[src/rtl/serial_alu_pkg.sv]
// Shared definitions for the bit-serial ALU: op encodings, FSM state type
// and the default datapath width.
package serial_alu_pkg;

    localparam int DEFAULT_WIDTH = 32;

    // op field of alu_ctl = {ainvert, binvert, op[1:0]}
    localparam logic [1:0] OP_AND = 2'b00;
    localparam logic [1:0] OP_OR  = 2'b01;
    localparam logic [1:0] OP_ADD = 2'b10;
    localparam logic [1:0] OP_SLT = 2'b11;

    typedef enum logic [1:0] {
        S_IDLE = 2'd0,
        S_RUN  = 2'd1,
        S_DONE = 2'd2
    } state_t;

endpackage

[src/rtl/serial_alu_slice.sv]
// Combinational 1-bit ALU slice: optional operand inversion, then AND / OR /
// full-adder sum selected by op. SLT passes the sum through so the serial
// loop can form the MSB sum and carries exactly as for ADD.
module serial_alu_slice
    import serial_alu_pkg::*;
(
    input  logic       a,
    input  logic       b,
    input  logic       ainvert,
    input  logic       binvert,
    input  logic [1:0] op,
    input  logic       carryin,
    output logic       result,
    output logic       sum,
    output logic       carryout
);
    logic aa;
    logic bb;

    // Invert operands, compute full-adder outputs and pick the slice result
    always_comb begin
        aa       = a ^ ainvert;
        bb       = b ^ binvert;
        sum      = aa ^ bb ^ carryin;
        carryout = (aa & bb) | (aa & carryin) | (bb & carryin);
        case (op)
            OP_AND:  result = aa & bb;
            OP_OR:   result = aa | bb;
            default: result = sum;
        endcase
    end

endmodule

[src/rtl/serial_alu.sv]
// Bit-serial ALU: processes one operand bit per clock, LSB first, through a
// single 1-bit slice. After the last bit a finalisation cycle forms the
// result and flags, which are presented together with a one-cycle done pulse.
module serial_alu
    import serial_alu_pkg::*;
#(
    parameter int WIDTH = DEFAULT_WIDTH
) (
    input  logic             clk,
    input  logic             rst_n,
    input  logic             start,
    input  logic [WIDTH-1:0] a,
    input  logic [WIDTH-1:0] b,
    input  logic [3:0]       alu_ctl,
    output logic             busy,
    output logic             done,
    output logic [WIDTH-1:0] result,
    output logic             zero,
    output logic             overflow,
    output logic             carryout
);
    // Counter runs 0..WIDTH: WIDTH bit-cycles plus the finalisation cycle
    localparam int            CW        = $clog2(WIDTH + 1);
    localparam logic [CW-1:0] LAST_BIT  = CW'(WIDTH - 1);
    localparam logic [CW-1:0] FINAL_CNT = CW'(WIDTH);

    state_t           state;
    logic [CW-1:0]    cnt;
    logic             carry;
    logic             cin_msb;
    logic             cout_msb;
    logic             sum_msb;

    logic [WIDTH-1:0] a_sh;
    logic [WIDTH-1:0] b_sh;
    logic [WIDTH-1:0] r_sh;
    logic             ainv_q;
    logic             binv_q;
    logic [1:0]       op_q;

    logic             accept;
    logic             bit_en;
    logic             s_res;
    logic             s_sum;
    logic             s_cout;
    logic             arith;
    logic             ovf_n;
    logic [WIDTH-1:0] res_n;

    // start is only honoured when no operation is in flight
    assign accept = start && (state != S_RUN);
    assign bit_en = (state == S_RUN) && (cnt != FINAL_CNT);

    serial_alu_slice u_slice (
        .a        (a_sh[0]),
        .b        (b_sh[0]),
        .ainvert  (ainv_q),
        .binvert  (binv_q),
        .op       (op_q),
        .carryin  (carry),
        .result   (s_res),
        .sum      (s_sum),
        .carryout (s_cout)
    );

    // Final result and flag values, formed from the latched MSB information
    always_comb begin
        arith = (op_q == OP_ADD) || (op_q == OP_SLT);
        ovf_n = arith & (cin_msb ^ cout_msb);
        res_n = r_sh;
        if (op_q == OP_SLT) begin
            res_n    = '0;
            res_n[0] = sum_msb ^ ovf_n;
        end
    end

    // Operand capture and per-bit shifting of operand/result shift registers
    always_ff @(posedge clk) begin
        if (accept) begin
            a_sh   <= a;
            b_sh   <= b;
            ainv_q <= alu_ctl[3];
            binv_q <= alu_ctl[2];
            op_q   <= alu_ctl[1:0];
        end else if (bit_en) begin
            a_sh <= a_sh >> 1;
            b_sh <= b_sh >> 1;
            r_sh <= {s_res, r_sh[WIDTH-1:1]};
        end
    end

    // FSM, bit counter, carry chain register and registered outputs
    always_ff @(posedge clk or negedge rst_n) begin
        if (!rst_n) begin
            state    <= S_IDLE;
            cnt      <= '0;
            carry    <= 1'b0;
            cin_msb  <= 1'b0;
            cout_msb <= 1'b0;
            sum_msb  <= 1'b0;
            busy     <= 1'b0;
            done     <= 1'b0;
            result   <= '0;
            zero     <= 1'b1;
            overflow <= 1'b0;
            carryout <= 1'b0;
        end else begin
            done <= 1'b0;
            case (state)
                S_IDLE, S_DONE: begin
                    if (start) begin
                        state <= S_RUN;
                        busy  <= 1'b1;
                        cnt   <= '0;
                        carry <= alu_ctl[2];
                    end else begin
                        state <= S_IDLE;
                    end
                end
                S_RUN: begin
                    if (cnt == FINAL_CNT) begin
                        state    <= S_DONE;
                        busy     <= 1'b0;
                        done     <= 1'b1;
                        result   <= res_n;
                        zero     <= (res_n == '0);
                        overflow <= ovf_n;
                        carryout <= arith & cout_msb;
                    end else begin
                        carry <= s_cout;
                        cnt   <= cnt + CW'(1);
                        if (cnt == LAST_BIT) begin
                            cin_msb  <= carry;
                            cout_msb <= s_cout;
                            sum_msb  <= s_sum;
                        end
                    end
                end
                default: state <= S_IDLE;
            endcase
        end
    end

endmodule

[config.mk]
export PLATFORM = sky130hd
export DESIGN_NAME = serial_alu
export DESIGN_NICKNAME = d
export VERILOG_FILES = /design/src/rtl/serial_alu_pkg.sv /design/src/rtl/serial_alu_slice.sv /design/src/rtl/serial_alu.sv
export SDC_FILE = /design/constraint.sdc
export NUM_CORES = 1
export LEC_CHECK = 0
export BUFFER_PORTS_ARGS = -buffer_cell sky130_fd_sc_hd__buf_2
export CAP_MARGIN = 20
export CORE_MARGIN = 2
export CORE_UTILIZATION = 45
export DETAILED_ROUTE_END_ITERATION = 10
export GPL_ROUTABILITY_DRIVEN = 0
export PLACE_DENSITY = 0.67
export SLEW_MARGIN = 20
export SYNTH_ARGS = -nofsm -noshare
export SYNTH_HDL_FRONTEND = slang
export SYNTH_SLANG_ARGS = --single-unit
export TNS_END_PERCENT = 30
[constraint.sdc]
create_clock -name clk -period 4.7 [get_ports clk]
set_input_delay 0.94 -clock clk [delete_from_list [all_inputs] [get_ports clk]]
set_output_delay 0.94 -clock clk [all_outputs]
set_load 0.01 [all_outputs]
Word-level counts from Yosys, hierarchy flattened
Cells that the tools add are included.
{"block": "classes", "n_reduce_logical": 14, "add_sub_neg": 1, "eq_ne": 12, "mux": 20, "n_bitwise": 16}
{"cell": "$mux W32", "count": 5}
{"cell": "$logic_not A32 Y1", "count": 1}
{"cell": "$mux W6", "count": 2}
{"cell": "$pmux W6 S2", "count": 1}
{"cell": "$reduce_and A3 Y1", "count": 3}
{"cell": "$mux W1", "count": 7}
{"cell": "$add A6 B1 Y6 const B", "count": 1}
{"cell": "$eq A2 B2 Y1 const B", "count": 3}
{"cell": "$eq A6 B5 Y1 const B", "count": 1}
{"cell": "$eq A6 B6 Y1 const B", "count": 1}
{"cell": "$ne A6 B6 Y1 const B", "count": 1}
{"cell": "$pmux W1 S2", "count": 3}
{"cell": "$xor A1 B1 Y1", "count": 6}
{"cell": "$and A1 B1 Y1", "count": 5}
{"cell": "$eq A2 B1 Y1 const B", "count": 2}
{"cell": "$logic_not A2 Y1", "count": 2}
{"cell": "$ne A2 B1 Y1 const B", "count": 2}
{"cell": "$ne A2 B2 Y1 const B", "count": 2}
{"cell": "$pmux W2 S2", "count": 1}
{"cell": "$reduce_and A2 Y1", "count": 2}
{"cell": "$reduce_bool A2 Y1", "count": 2}
{"cell": "$or A1 B1 Y1", "count": 3}
{"cell": "$logic_and A1 B1 Y1", "count": 2}
{"cell": "$mux W2", "count": 1}
{"cell": "other kinds (3)", "count": 4}
{"block": "totals", "wordCells": 81, "output_inout_bits": 37, "input_bits": 71, "regBits": 149}

Logic depth before layout (Yosys ltp)
Gate-level depths: netlist of the first run.
{"block": "depth", "depth_word": 6, "depth_mapped": 8, "mapped_depth_nobuf": 7}

By module
A second synthesis of the first run with hierarchy kept.
{"block": "hier_totals", "hier_cells": 534, "hier_area_um2": 5997.0}
{"mod": "serial_alu", "n_inst": 1, "area_each_um2": 5905.7, "cells_per_inst": 523, "seq_area_each_um2": 4230.3}
{"mod": "serial_alu_slice", "n_inst": 1, "area_each_um2": 91.3, "cells_per_inst": 11, "seq_area_each_um2": 0.0}

Worst setup path before layout of the first run
OpenSTA, ideal clock, no wires.
{"block": "synth_path", "path_type": "register to register", "start": "register cnt[0]", "end": "register a_sh[0] (enable)", "slack_ns": 0.936, "arrival_time_ns": 3.341, "path_stages_with_launch": 7, "synth_period_minus_slack_ns": 3.764, "cell_sequence": "dfrtp_1 inv_1 ha_1 nor4b_4 a21oi_2 inv_1 nand2_1"}
{"block": "synth_via", "elab_chain_len": 3}
{"item": "start: declaration", "line_no": "serial_alu.sv:28", "source": "logic [CW-1:0] cnt;"}
{"item": "start signal: assignment", "line_no": "serial_alu.sv:131", "source": "cnt <= cnt + CW'(1);"}
{"item": "$ne A6 B6 Y1", "line_no": "serial_alu.sv:52", "source": "assign bit_en = (state == S_RUN) && (cnt != FINAL_CNT);"}
{"item": "$logic_and A1 B1 Y1", "line_no": "serial_alu.sv:52"}
{"item": "$reduce_bool A2 Y1 (no source line)"}
{"item": "end signal: assignment", "line_no": "serial_alu.sv:86", "source": "a_sh <= a_sh >> 1;"}
{"item": "end: declaration", "line_no": "serial_alu.sv:34", "source": "logic [WIDTH-1:0] a_sh;"}
Every way passes these cells.
A chain may end at the register's enable or synchronous reset.

Final worst setup path of the first run
{"block": "layout_path", "start": "register state[1]", "end": "register a_sh[25] (data pin)"}
{"block": "layout_via", "elab_chain_len": 3}
{"item": "start: declaration", "line_no": "serial_alu.sv:27", "source": "state_t state;"}
{"item": "start signal: assignment", "line_no": "serial_alu.sv:95", "source": "state <= S_IDLE;"}
{"item": "start signal: assignment", "line_no": "serial_alu.sv:112", "source": "state <= S_RUN;"}
{"item": "start signal: assignment", "line_no": "serial_alu.sv:117", "source": "state <= S_IDLE;"}
{"item": "$ne A2 B1 Y1", "line_no": "serial_alu.sv:51", "source": "assign accept = start && (state != S_RUN);"}
{"item": "$logic_and A1 B1 Y1", "line_no": "serial_alu.sv:51"}
{"item": "$mux W32", "line_no": "serial_alu.sv:79", "source": "if (accept) begin"}
Every way passes these cells.

==> metrics.txt, run 1 <==
initial antenna violation count 2; Rows 42; die extent in x 119 µm; cts bufs inserted 17; top cells by area, synth edfxtp_1 50%, dfrtp_1 20%, nand2_1 16%, o21ai_0 2.3%, clkbuf_1 1.1%; Tightest Pin Transition 854 ps; Crit Path Class reg2reg; TritonCTS clock tree done; Sink Count 149; Critical-path top delay cell clkinv_2; crit-path cells nand2b_1 -> nand2_2 -> clkinv_2 -> nand2_1 -> nand2_1; Routed wire per std cell 13.9 µm; grt ovf 0; Critical Path Max Stage Delay 730 ps; Setup crit end kind flip-flop; GRT Total Usage 17.3%; Layout Utilization 56.4%; Crit path top cell by count nand2_1; PD cells 668 mW/mm²; first-pass GRT wire length 19.0 mm; Setup Skew 15.9 ps; Net Sw Frac 28.7%; post-cts resize count 0; worst-skew pair later-pin latency 430 ps; Nets 717; mean post-synth cell area 11.2 µm²; Reg power frac 50.4%; Mapped Cells 532; Syn Nets 608; Post-CTS Repair Setup Buffers 0; layout cells sized above 1 23.5%; vias post-DR 4,039; RSZ-0062 raised after global routing no; final hold violations 0; Mapped Area 0.00597 mm²; dominant cell type by area after synthesis edfxtp_1; DR vias/cell 4.86; CP Launch Type flip-flop; Crit path required time 4860 ps; Seq cells post-synth 149; Critical Path Fanout Max 66; DR pass1 iterations 5; crit path time final 2440 ps; fmax 410 MHz; register area share after synthesis 70.8%; hold crit path type reg2reg; core area 0.0131 mm²; fillers 1,108; Yosys cell types 38; maxcap violations 0; vias in the first global route 3,946; status completed; most frequent cells in the layout 259 x nand2_1, 106 x buf_2, 100 x edfxtp_1; CTS max path bufs 2; Pins Over Slew Limit 0; Data arrival, critical path 2600 ps; drt drc 0; Synth top area share 50.3%; DR iter-0 viols 381; Antenna Nets Post-Route 0; I/O pin count 108; hold-fix buffers at CTS 0; Async S/R FF share, synth 32.9%; Root Buffer clkbuf_16; Leak 3.51 nW; pin count of the biggest net entering global routing 67; slew margin rel. 43.1%; Worst-path clk slew 60 ps; die footprint 0.0142 mm²; PortBufs 107; H-tree levels 4; total power 4.92 mW; die height 119 µm; Initial Util 45.7%; Comb power frac 19.6%; Max VDD drop 0.288 mV; FF+latch area 0.00423 mm²; final setup fails 0; DP Wirelength 7.61 mm; Internal 3.51 mW; TNS Setup 0 ps; Synth warnings 0; area of the multi-input gates 0.00163 mm²; total net switching power 1.41 mW; Post-synth EDFFs 100; Clock Power Share 30.0%; final cycle utilization of the critical path 51.9%; commonest non-fill, non-tap cell in the layout nand2_1; area delta synth->final 23.4%; Post-Route WL 11.5 mm; top_reg_cell synth edfxtp_1
==> registers in the layout, summed over array words and instances (netlist names) <==
register / count
a_sh: 32
b_sh: 32
r_sh: 32
result: 32
cnt: 6
op_q: 2
state: 2
ainv_q: 1
binv_q: 1
busy: 1
carry: 1
carryout: 1
cin_msb: 1
cout_msb: 1
done: 1
overflow: 1
sum_msb: 1
zero: 1
==> stage by stage <==
stage	cells	hold WS, ps	instance area (µm²)	worst slack, ps
floorplan	532	450	5970	936
global placement	797	448	6690	2150
detailed placement	797	452	6690	2090
CTS	829	464	7340	2320
global route	830	494	7370	2000
finish	831	458	7370	2260
==> synthesized netlist by cell type, drive strengths merged (2+ instances only) <==
library cell and n:
clkbuf 17, dfrtp 48, o21ai 32, nor2 3, buf 6, mux2 3, nand3 5, nand4 4
ha 4, xor2 6, nor3 2, and3 3, mux2i 2, nor4 8, edfxtp 100, nand2 261
inv 9
==> cells by family after synthesis <==
| kind of cell | after synthesis | share of synthesized area [%] |
|---|---|---|
| xor+xnor | 7 | 1.03 |
| fa+ha+maj | 5 | 1.17 |
| buf+inv | 32 | 2.14 |
| compound gates | 41 | 3.85 |
| flops | 149 | 70.8 |
| simple gates | 293 | 19.9 |
| mux | 5 | 1.09 |
==> worst max-delay path, delay by kind of cell (launching register included) <==
family                 cells  cell delay (ps)
flip-flops                 1              370
AND/OR/NAND/NOR            4             1030
buffers and inverters      1              730
==> layer usage <==
metal	track usage, %	share of wire (%)	up-vias
met2	25.7	47	129
met3	5.75	6.6	10
met1	23.8	45	1899
met4	6.18	1.1	2
li1	-	-	1999
met5	0	0.11	-
==> path summary, 6_finish.rpt <==
kind,start,endpoint,slack [ps],cells after the start
worst min-delay path,result[22],result[22],460,2
min in group asynchronous,rst_n,result[8],530,1
worst max register to register,state[1],a_sh[25],2260,5
worst max-delay path,state[1],a_sh[25],2260,5
max in group asynchronous,rst_n,result[29],3760,1
worst min register to register,result[22],result[22],460,2
==> area by class of cell <==
| cell class | count | area share [%] |
|---|---|---|
| tap | 176 | 2.99 |
| antenna | 1 | 0.0339 |
| sequential | 149 | 57.4 |
| timing repair buffer | 113 | 8.18 |
| multi-input combinational | 351 | 22.2 |
| clock inverter | 12 | 2.75 |
| clock buffer | 20 | 6.06 |
| inverter | 9 | 0.475 |
==> power by group through the flow <==
stage,clock network [mW],logic (mW),registers (mW)
finish,1.48,0.967,2.48
global route,1.56,1.12,2.55
CTS,1.50,0.979,2.49
detailed placement,0,0.972,2.50
global placement,0,0.932,2.48
floorplan,0,0.609,2.46
(Power assumes the default switching activity.)
==> inputs of run 2 (changes only) <==
--- a/config.mk
+++ b/config.mk
@@ -11,7 +11,7 @@
 export CORE_UTILIZATION = 45
 export DETAILED_ROUTE_END_ITERATION = 10
 export GPL_ROUTABILITY_DRIVEN = 0
-export PLACE_DENSITY = 0.67
+export PLACE_DENSITY = 0.69
 export SLEW_MARGIN = 20
 export SYNTH_ARGS = -nofsm -noshare
 export SYNTH_HDL_FRONTEND = slang
==> constraint.sdc (replaced) <==
create_clock -name clk -period 2.1 [get_ports clk]
set_input_delay 0.42 -clock clk [delete_from_list [all_inputs] [get_ports clk]]
set_output_delay 0.42 -clock clk [all_outputs]
set_load 0.01 [all_outputs]
==> run 2 against run 1 <==
Compared with the run above: final cell count rose by 0.72%; first-iteration DRC count fell by 30%; worst hold slack got worse by 270 ps; sequential power rose by 120%; final area rose by 0.70%; critical endpoint is now cnt[2].
==> metrics.txt, run 2 (synthesis gave the netlist of run 1 again) <==
pin count of the biggest net entering global routing 65 (-3.0%); Critical Path Max Stage Delay 410 ps (-320 ps); dpl cells 803 (+0.75%); FF+latch area 0.00423 mm² (unchanged); Tightest Pin Transition 558 ps (-296 ps); TNS Setup 0 ps (unchanged); Routed wire per std cell 13.8 µm (-0.56%); CTS max path bufs 2 (unchanged); Worst-path clk slew 60 ps (about the same); vias post-DR 4,077 (+0.94%); Layout Utilization 56.8% (+0.39 points); slew margin rel. 62.8% (+20 points); Bufs and invs on worst path 2 (+1); Data arrival, critical path 2160 ps (-440 ps); Critical Path Fanout Max 10 (-85%); grt ovf 0 (unchanged); Rows 42 (unchanged); Crit Path Class reg2reg; Crit path required time 2400 ps (-2460 ps); final setup fails 0 (unchanged); Critical-path top delay cell dfrtp_1; DP Worst Slack 251 ps (-1840 ps); DP Wirelength 7.98 mm (+5.0%); final hold violations 0 (unchanged); final cycle utilization of the critical path 88.5% (+37 points); area of the multi-input gates 0.00165 mm² (+1.0%); vias in the first global route 3,878 (-1.7%); PD cells 1480 mW/mm² (+120%); commonest non-fill, non-tap cell in the layout nand2_1; crit-path cells inv_1 -> ha_2 -> nor4b_4 -> a21oi_4 -> buf_4 -> or2_1 -> a22o_1; Pins Over Slew Limit 0 (unchanged); Initial Util 45.7% (unchanged); initial antenna violation count 1 (-1); Design Area, Final 0.00743 mm² (+0.70%); RSZ-0062 raised after global routing no; die height 119 µm (unchanged); fmax 538 MHz (+31%); CP Launch Type flip-flop; maxcap violations 0 (unchanged); GRT Total Usage 17.5% (+0.27 points); layout cells sized above 1 24.7% (+1.1 points); worst-skew pair later-pin latency 410 ps (-20 ps); die extent in x 119 µm (unchanged); cts bufs inserted 17 (unchanged); fin cells 837 (+0.72%); worst setup margin 242 ps (-2020 ps); I/O pin count 108 (unchanged); Root Buffer clkbuf_16; Setup Skew 8.82 ps (-7.08 ps); fillers 1,149 (+3.7%); PortBufs 107 (unchanged); core area 0.0131 mm² (unchanged); H-tree levels 4 (unchanged); Sink Count 149 (unchanged); hold crit path type in2reg; min-delay src alu_ctl[0]; DR pass1 iterations 5 (unchanged); Post-Route WL 11.6 mm (+0.16%); Nets 723 (+0.84%); Top Family by Delay on Critical Path simple AND/OR/NAND/NOR gates; r2r startpoint cnt[1]; DR vias/cell 4.87 (+0.22%); area delta synth->final 24.3%; first-pass GRT wire length 19.4 mm (+1.8%); Worst Setup SP cnt[1]; DR iter-0 viols 266 (-30%); drt drc 0 (unchanged); crit path time final 1860 ps (-580 ps); Leak 3.53 nW (+0.55%); TritonCTS clock tree done; Antenna Nets Post-Route 0 (unchanged); most frequent cells in the layout 259 x nand2_1, 107 x buf_2, 100 x edfxtp_1; die footprint 0.0142 mm² (unchanged); Max VDD drop 0.702 mV (+140%); Post-CTS Repair Setup Buffers 0 (unchanged); Cell Area, Placed 0.00677 mm² (+1.1%); Setup crit end kind flip-flop; status completed
run 2: area by class of cell:
type / instances / share of cell area [%]
Clock buffer: 19 / 5.96
Antenna cell: 1 / 0.0337
Clock inverter: 13 / 2.76
Sequential cell: 149 / 57.0
Inverter: 9 / 0.455
Timing Repair Buffer: 119 / 8.63
Multi-Input combinational cell: 351 / 22.2
Tap cell: 176 / 2.97
run 2: power by group:
group	switching, mW	internal, mW
clock	1.13	2.14
sequential	0.694	4.86
combinational	1.33	0.868
run 2: worst paths after layout:
path,end,slack (ps),cells past startpoint
worst max-delay path,cnt[2],240,7
worst min-delay path,op_q[0],190,1
worst max register to register,cnt[2],240,7
worst min register to register,result[8],470,2
max in group asynchronous,zero,900,3
min in group asynchronous,result[6],520,2
run 2: timing repair:
item | 4_1_cts | 5_1_grt
resized for setup | 0 | 0
hold endpoints to repair | 1 | 0
hold buffers | 1 | 0
run 2: stage by stage:
step / hold WS, ps / power (mW)
floorplan: 124 / 6.88
CTS: 174 / 11.1
finish: 192 / 11.0
global route: 162 / 11.8
global placement: 437 / 7.68
detailed placement: 447 / 7.84
run 2: layer usage:
layer | part of all wire (%) | up-vias | routed length (µm) | global-route usage [%]
met5 | 0 | - | 0 | 0
met4 | 0.91 | 0 | 105 | 5.06
met3 | 7.4 | 9 | 857 | 6.85
met2 | 46 | 138 | 5350 | 25.9
met1 | 45 | 1918 | 5250 | 24.3
li1 | - | 2012 | - | -
